[src/rtl/mod_addsub_pkg.sv]
// Shared widths and state encoding for the limb-serial modular adder/subtractor.
package mod_addsub_pkg;
  localparam int LIMB_W  = 127;
  localparam int N_LIMBS = 3;
  localparam int N_BITS  = LIMB_W * N_LIMBS;

  typedef enum logic [1:0] {
    IDLE = 2'b00,
    P1   = 2'b01,
    P2   = 2'b10,
    DONE = 2'b11
  } state_e;
endpackage

[src/rtl/limb_addsub.sv]
// One-limb add/subtract with carry/borrow in and out; cout is the borrow when sub=1.
module limb_addsub import mod_addsub_pkg::*; #(
  parameter int W = LIMB_W
) (
  input  logic [W-1:0] x,
  input  logic [W-1:0] y,
  input  logic         cin,
  input  logic         sub,
  output logic [W-1:0] z,
  output logic         cout
);
  logic [W:0] r;

  // A negative difference wraps, so bit W doubles as the borrow flag.
  always_comb begin
    if (sub) r = {1'b0, x} - {1'b0, y} - {{W{1'b0}}, cin};
    else     r = {1'b0, x} + {1'b0, y} + {{W{1'b0}}, cin};
  end

  assign z    = r[W-1:0];
  assign cout = r[W];
endmodule

[src/rtl/mod_addsub.sv]
// (a +/- b) mod m computed limb-serially: P1 forms a+/-b, P2 forms the corrected value,
// and a final P2 cycle selects between them from registered flags.
module mod_addsub #(
  parameter int N      = mod_addsub_pkg::N_BITS,
  parameter int LIMB_W = mod_addsub_pkg::LIMB_W
) (
  input  logic         clk,
  input  logic         resetn,
  input  logic         start,
  input  logic         subtract,
  input  logic [N-1:0] in_a,
  input  logic [N-1:0] in_b,
  input  logic [N-1:0] in_m,
  input  logic         out_read,
  output logic [N-1:0] result,
  output logic         done
);
  import mod_addsub_pkg::*;

  localparam int NL = N / LIMB_W;
  typedef logic [NL-1:0][LIMB_W-1:0] limbs_t;

  state_e      state_q, state_d;
  logic [1:0]  idx_q, idx_d;
  logic        cy_q, cy_d;
  logic        f1_q, f1_d;
  logic        sub_q, sub_d;
  limbs_t      a_q, a_d, b_q, b_d, m_q, m_d, s_q, s_d;
  logic [N-1:0] res_q, res_d;

  logic [LIMB_W-1:0] xa, xb, xs, xm, x, y, z;
  logic              op_sub, cout;

  limb_addsub #(.W(LIMB_W)) u_limb (
    .x(x), .y(y), .cin(cy_q), .sub(op_sub), .z(z), .cout(cout)
  );

  always_comb begin
    xa = '0; xb = '0; xs = '0; xm = '0;
    for (int i = 0; i < NL; i++) begin
      if (idx_q == 2'(i)) begin
        xa = a_q[i]; xb = b_q[i]; xs = s_q[i]; xm = m_q[i];
      end
    end
    // P1 combines the operands; P2 applies the modulus with the opposite operation.
    x      = (state_q == P2) ? xs : xa;
    y      = (state_q == P2) ? xm : xb;
    op_sub = (state_q == P2) ? ~sub_q : sub_q;
  end

  always_comb begin
    state_d = state_q;
    idx_d   = idx_q;
    cy_d    = cy_q;
    f1_d    = f1_q;
    sub_d   = sub_q;
    a_d     = a_q;
    b_d     = b_q;
    m_d     = m_q;
    s_d     = s_q;
    res_d   = res_q;
    case (state_q)
      IDLE: begin
        if (start) begin
          a_d     = in_a;
          b_d     = in_b;
          m_d     = in_m;
          sub_d   = subtract;
          cy_d    = 1'b0;
          idx_d   = 2'd0;
          state_d = P1;
        end
      end
      P1: begin
        for (int i = 0; i < NL; i++)
          if (idx_q == 2'(i)) s_d[i] = z;
        cy_d  = cout;
        idx_d = idx_q + 2'd1;
        if (idx_q == 2'(NL-1)) begin
          f1_d    = cout;
          cy_d    = 1'b0;
          idx_d   = 2'd0;
          state_d = P2;
        end
      end
      P2: begin
        if (idx_q == 2'(NL)) begin
          // a_q now holds t; add mode underflows only when c1=0 and s<m.
          if (sub_q) res_d = f1_q ? a_q : s_q;
          else       res_d = (cy_q & ~f1_q) ? s_q : a_q;
          idx_d   = 2'd0;
          state_d = DONE;
        end else begin
          for (int i = 0; i < NL; i++)
            if (idx_q == 2'(i)) a_d[i] = z;
          cy_d  = cout;
          idx_d = idx_q + 2'd1;
        end
      end
      DONE: begin
        if (out_read) state_d = IDLE;
      end
      default: state_d = IDLE;
    endcase
  end

  always_ff @(posedge clk) begin
    if (!resetn) begin
      state_q <= IDLE;
      idx_q   <= 2'd0;
      cy_q    <= 1'b0;
      res_q   <= '0;
    end else begin
      state_q <= state_d;
      idx_q   <= idx_d;
      cy_q    <= cy_d;
      res_q   <= res_d;
    end
  end

  always_ff @(posedge clk) begin
    f1_q  <= f1_d;
    sub_q <= sub_d;
    a_q   <= a_d;
    b_q   <= b_d;
    m_q   <= m_d;
    s_q   <= s_d;
  end

  assign result = res_q;
  assign done   = (state_q == DONE);
endmodule

[config.mk]
export PLATFORM = sky130hd
export DESIGN_NAME = mod_addsub
export DESIGN_NICKNAME = d
export VERILOG_FILES = /design/src/rtl/mod_addsub_pkg.sv /design/src/rtl/limb_addsub.sv /design/src/rtl/mod_addsub.sv
export SDC_FILE = /design/constraint.sdc
export NUM_CORES = 2
export LEC_CHECK = 0
export CAP_MARGIN = 5
export CORE_AREA = 10 10 594 596
export CTS_BUF_LIST = sky130_fd_sc_hd__clkbuf_4 sky130_fd_sc_hd__clkbuf_8
export CTS_CLUSTER_DIAMETER = 40
export CTS_CLUSTER_SIZE = 16
export DETAILED_ROUTE_END_ITERATION = 10
export DIE_AREA = 0 0 604 606
export PLACE_DENSITY = 0.52
export SKIP_LAST_GASP = 1
export SLEW_MARGIN = 20
export SYNTH_ARGS = -nofsm -noshare
export SYNTH_HDL_FRONTEND = slang
export SYNTH_SLANG_ARGS = --single-unit
[constraint.sdc]
create_clock -name clk -period 47.6 [get_ports clk]
set_input_delay 9.52 -clock clk [delete_from_list [all_inputs] [get_ports clk]]
set_output_delay 9.52 -clock clk [all_outputs]
set_load 0.01 [all_outputs]
=== Word-level counts from Yosys, hierarchy flattened ===
Cells that the tools add are included.

* Output and inout bits: 382
* Bits of input ports: 1148
* Word-level logic and storage cells: 93
* Register bits after elaboration: 1912

* Eq/ne operators: 14
* $add $sub $neg: 5
* Multiplexer cells: 38
* Bitwise operators: 3
* Reductions and logical operators: 15

{| class="wikitable"
|+ Operator list
! kind !! number
|-
| $mux W127 || 17
|-
| $mux W381 || 5
|-
| $pmux W381 S2 || 1
|-
| $add A127 B127 Y128 || 1
|-
| $add A128 B1 Y128 || 1
|-
| $mux W128 || 1
|-
| $sub A127 B127 Y128 || 1
|-
| $sub A128 B1 Y128 || 1
|-
| $reduce_and A4 Y1 || 4
|-
| $mux W2 || 7
|-
| $ne A2 B2 Y1 const B || 6
|-
| $reduce_and A2 Y1 || 6
|-
| $eq A2 B2 Y1 const B || 4
|-
| $pmux W2 S4 || 1
|-
| $pmux W2 S3 || 1
|-
| $eq A2 B1 Y1 const B || 2
|-
| $logic_not A2 Y1 || 2
|-
| $mux W1 || 4
|-
| $ne A2 B1 Y1 const B || 2
|-
| $pmux W1 S3 || 1
|-
| $reduce_and A3 Y1 || 1
|-
| $reduce_bool A3 Y1 || 1
|-
| $add A2 B1 Y2 const B || 1
|-
| $not A1 Y1 || 2
|-
| 2 further kinds || 2
|}

=== Longest topological paths before layout ===
* Depth in word-level cells: 11
* Gate-level depth with buffers: 27
* Gate-level depth less buffers: 23

=== Hierarchy ===
From an unflattened synthesis, not the netlist that was laid out.

* Cell total of the unflattened synthesis: 9270
* Area total of the unflattened synthesis: 99290.2 um2

{| class="wikitable"
|+ By module, submodules not included
! module !! area each (um2) !! cells each !! times used !! seq. area each (um2)
|-
| mod_addsub || 79058.3 || 6092 || 1 || 53551.4
|-
| limb_addsub || 20231.9 || 3178 || 1 || 0.0
|}

=== Least setup slack after synthesis ===
OpenSTA, ideal clock, no wires.

* Path kind: input-to-reg
* Start: input port start
* End: register b_q[0] (netlist name) (enable)
* Library setup time: 1.228 ns
* Stages on the path: 1
* Path buffers: 0
* Path slack: 19.892 ns
* Required time: 46.372 ns
* Arrival: 26.480 ns
* Cells stage by stage: and2_1

* Longest elaborated chain between the ends: 1

{| class="wikitable"
|+ Ends and longest elaborated chain
! item !! line !! text
|-
| from (decl) || mod_addsub.sv:9 || <nowiki>input logic start,</nowiki>
|-
| $reduce_and A2 Y1 (no source line) || - ||
|-
| to (signal assigned) || mod_addsub.sv:125 || <nowiki>b_q <= b_d;</nowiki>
|-
| to (decl) || mod_addsub.sv:28 || <nowiki>limbs_t a_q, a_d, b_q, b_d, m_q, m_d, s_q, s_d;</nowiki>
|}

Every way passes these cells.
A chain may end at the register's enable or synchronous reset.

=== Final worst setup path ===
* Start: input port start
* End: register a_q[330] (netlist name) (enable)

* Longest elaborated chain between the ends: 2

{| class="wikitable"
|+ Ends and longest elaborated chain
! item !! line !! text
|-
| $ne A2 B2 Y1 (no source line) || - ||
|-
| $reduce_and A4 Y1 (no source line) || - ||
|-
| to (signal assigned) || mod_addsub.sv:124 || <nowiki>a_q <= a_d;</nowiki>
|-
| to (decl) || mod_addsub.sv:28 ||
|}

Every way passes these cells.

==> flow_summary.yaml <==
worst_setup_path:
  cp.required_ns: 48.27
  cp-start-kind: "input pin"
  arrival_ns: 13.32
  worstPathMaxFanout: 41
  worstSetupPathType: "input pin to register"
  startpoint: "start"
  cp-end-kind: "register"
  timing.rr.start: "state_q[0]"
synth:
  async_flop_share_pct: 0
  yosysUniqueCellTypes: 97
  syn_inst: 10500
  synth_top_family_by_area: "compound AO/OA/AOI/OAI gates"
  yosys.area.top_type: "edfxtp_1"
  yosysSeqAreaShare_pct: 52.5
  synth_edf_count: 1526
  ys_ff_latch: 1912
  yosysMostFrequentCell: "nand2_1"
  synthFlopType: "edfxtp_1"
  synth.area.mux_share_pct: 0.766
  yosys_warnings: 0
  synth_compound_area_share_pct: 20.8
  synth_xor_area_share_pct: 1.97
  yosysTopAreaCellShare_pct: 44.9
  syn-num-nets: 12100
  synthSimpleGateAreaFrac_pct: 14.7
  synth_common_cells: "nand2_1, edfxtp_1, a21oi_1"
  yosys.area_share.adder_pct: 4.80
  synth.top_cells.by_area: "edfxtp_1, dfxtp_1, nand2_1, a21oi_1, ha_1"
  netlist_area_sq_um: 102000
  syn_area_per_cell_sq_um: 9.70
placed_design:
  routabilityCongestion: 0.938
  dp_hpwl_mm: 380
  port_buffers: 1529
clocking:
  post_cts_resized: 0
  post-cts-setup-buffers: 0
  cts_buffers: 337
  cts.sinks: 1912
  cts_tree: "yes"
  clockRootBuffer: "clkbuf_8"
  htree_levels: 5
  clock_latency_ns: 1.12
  path_clk_slew_ns: 0.06
  clk_path_buf_depth: 4
  cts-hold-fix-buffers: 0
detailed_routing:
  ant_nets: 0
  drt-pass1-iter-count: 6
  drt_iter0_drc: 9467
  vias_per_cell: 5.44
  drc: 0
  wirelength_mm: 497
  routedWlPerCell_um: 29.8
  vias: 90700
sta:
  period_share_pct: 26.6
  rsz0062_at_grt: "false"
  finClkSkew_ns: 0.153
  period_minus_slack_ns: 12.65
  fmax_mhz: 79.1
  drv_slew: 0
  worstMarginPinSlew_ns: 1.26
  hold_viol: 0
  finalSetupTns_ns: 0
  setup_violations: 0
  slew_headroom_pct: 15.1
floorplan:
  initial_core_util_pct: 29.9
  die_h_um: 606
  core_area_sq_um: 341000
  core.rowCount: 215
  die_w_um: 604
  dieArea_sq_um: 366000
  ios: 1530
grt:
  grt_max_degree: 188
  antenna_found_initial: 138
  overflow: 0
  grt_pass1_vias: 88900
  grt_pass1_wl_mm: 682
  grt_usage_pct: 25.7
layout:
  drive_gt1_share_pct: 7.80
  final_nets: 13300
  seq_area_sq_um: 53600
  post-route-util_pct: 38.0
  multi_input_comb_area_sq_um: 44100
  area_growth_pct: 27.1
  fillers: 34100
job:
  maxCapViolCount: 0
outcome:
  outcome: "complete, no violations"
hold_path:
  worstHoldStart: "result[222]"
  hold_path.class: "register to register"
cells by family (layout without fill, tap and decap cells):
| group | count (synthesis) | in the layout |
|---|---|---|
| other | 0 | 74 |
| flip-flops | 1912 | 1912 |
| XOR/XNOR | 229 | 229 |
| AO/OA/AOI/OAI | 3205 | 3205 |
| multiplexers | 68 | 68 |
| adder cells (fa/ha/maj) | 389 | 389 |
| buffers and inverters | 1199 | 2742 |
| AND/OR/NAND/NOR | 3515 | 3515 |
flip-flops by register name, indices dropped and copies added (netlist names):
name / cells
m_q: 381
result: 381
b_q: 381
f1_q: 1
a_q: 381
cy_q: 1
s_q: 381
state_q: 2
sub_q: 1
idx_q: 2
critical path, stage by stage:
cell and delay, ns:
clkdlybuf4s50_1 0.64, nand2b_1 0.22, o21ai_0 0.34, a21oi_4 0.81, buf_4 0.72, buf_4 0.78
stage by stage:
stage               hold WS [ns]  setup WS, ns  std cells  cell area [sq um]
floorplan                  0.512         19.89      10500             102000
global placement           0.483         33.79      16000             122000
detailed placement         0.485         33.82      16000             122000
CTS                        0.500         34.96      16600             129000
global route               0.510         34.81      16700             130000
finish                     0.498         34.95      16700             130000
routing by layer:
layer	share of wire (%)	GRT usage [%]
met5	0.075	0
met4	4.5	10.9
met3	7.8	5.31
met2	48	43.3
met1	40	31.8
path summary, 6_finish.rpt:
path                       to  depth (start not counted)  slack [ns]
hold reg to reg   result[222]                          1        0.50
setup / recovery     a_q[330]                          6       34.95
hold / removal    result[222]                          1        0.50
setup reg to reg     s_q[239]                         21       37.33
layout by cell type, fill, tap and decap left out, types with 88 or more instances in the layout:
cell,netlist,layout
o211a_1,387,387
nand4_1,148,148
dfxtp_1,386,386
inv_1,447,445
nor3_1,120,118
xnor2_1,130,129
o21ai_0,768,759
clkdlybuf4s50_1,0,1528
a21oi_1,1016,1013
nor2_1,748,745
nand3_1,467,467
o21a_1,196,196
edfxtp_1,1526,1526
a21o_1,88,88
ha_1,385,381
clkbuf_8,0,358
buf_4,1,125
xor2_1,99,98
nand2_1,1806,1805
cell type report:
cell class	instances	share of cell area (%)
antenna	74	0.143
clock buffer	404	4.07
clock inverter	223	1.99
inverter	447	1.30
multi-input combinational	7406	34.0
sequential	1912	41.3
tap	4557	4.40
timing repair buffer	1668	12.8
Power is left out: the tool's default activity adds up to more than one toggle a clock period on the data nets, which glitch-free logic cannot reach.
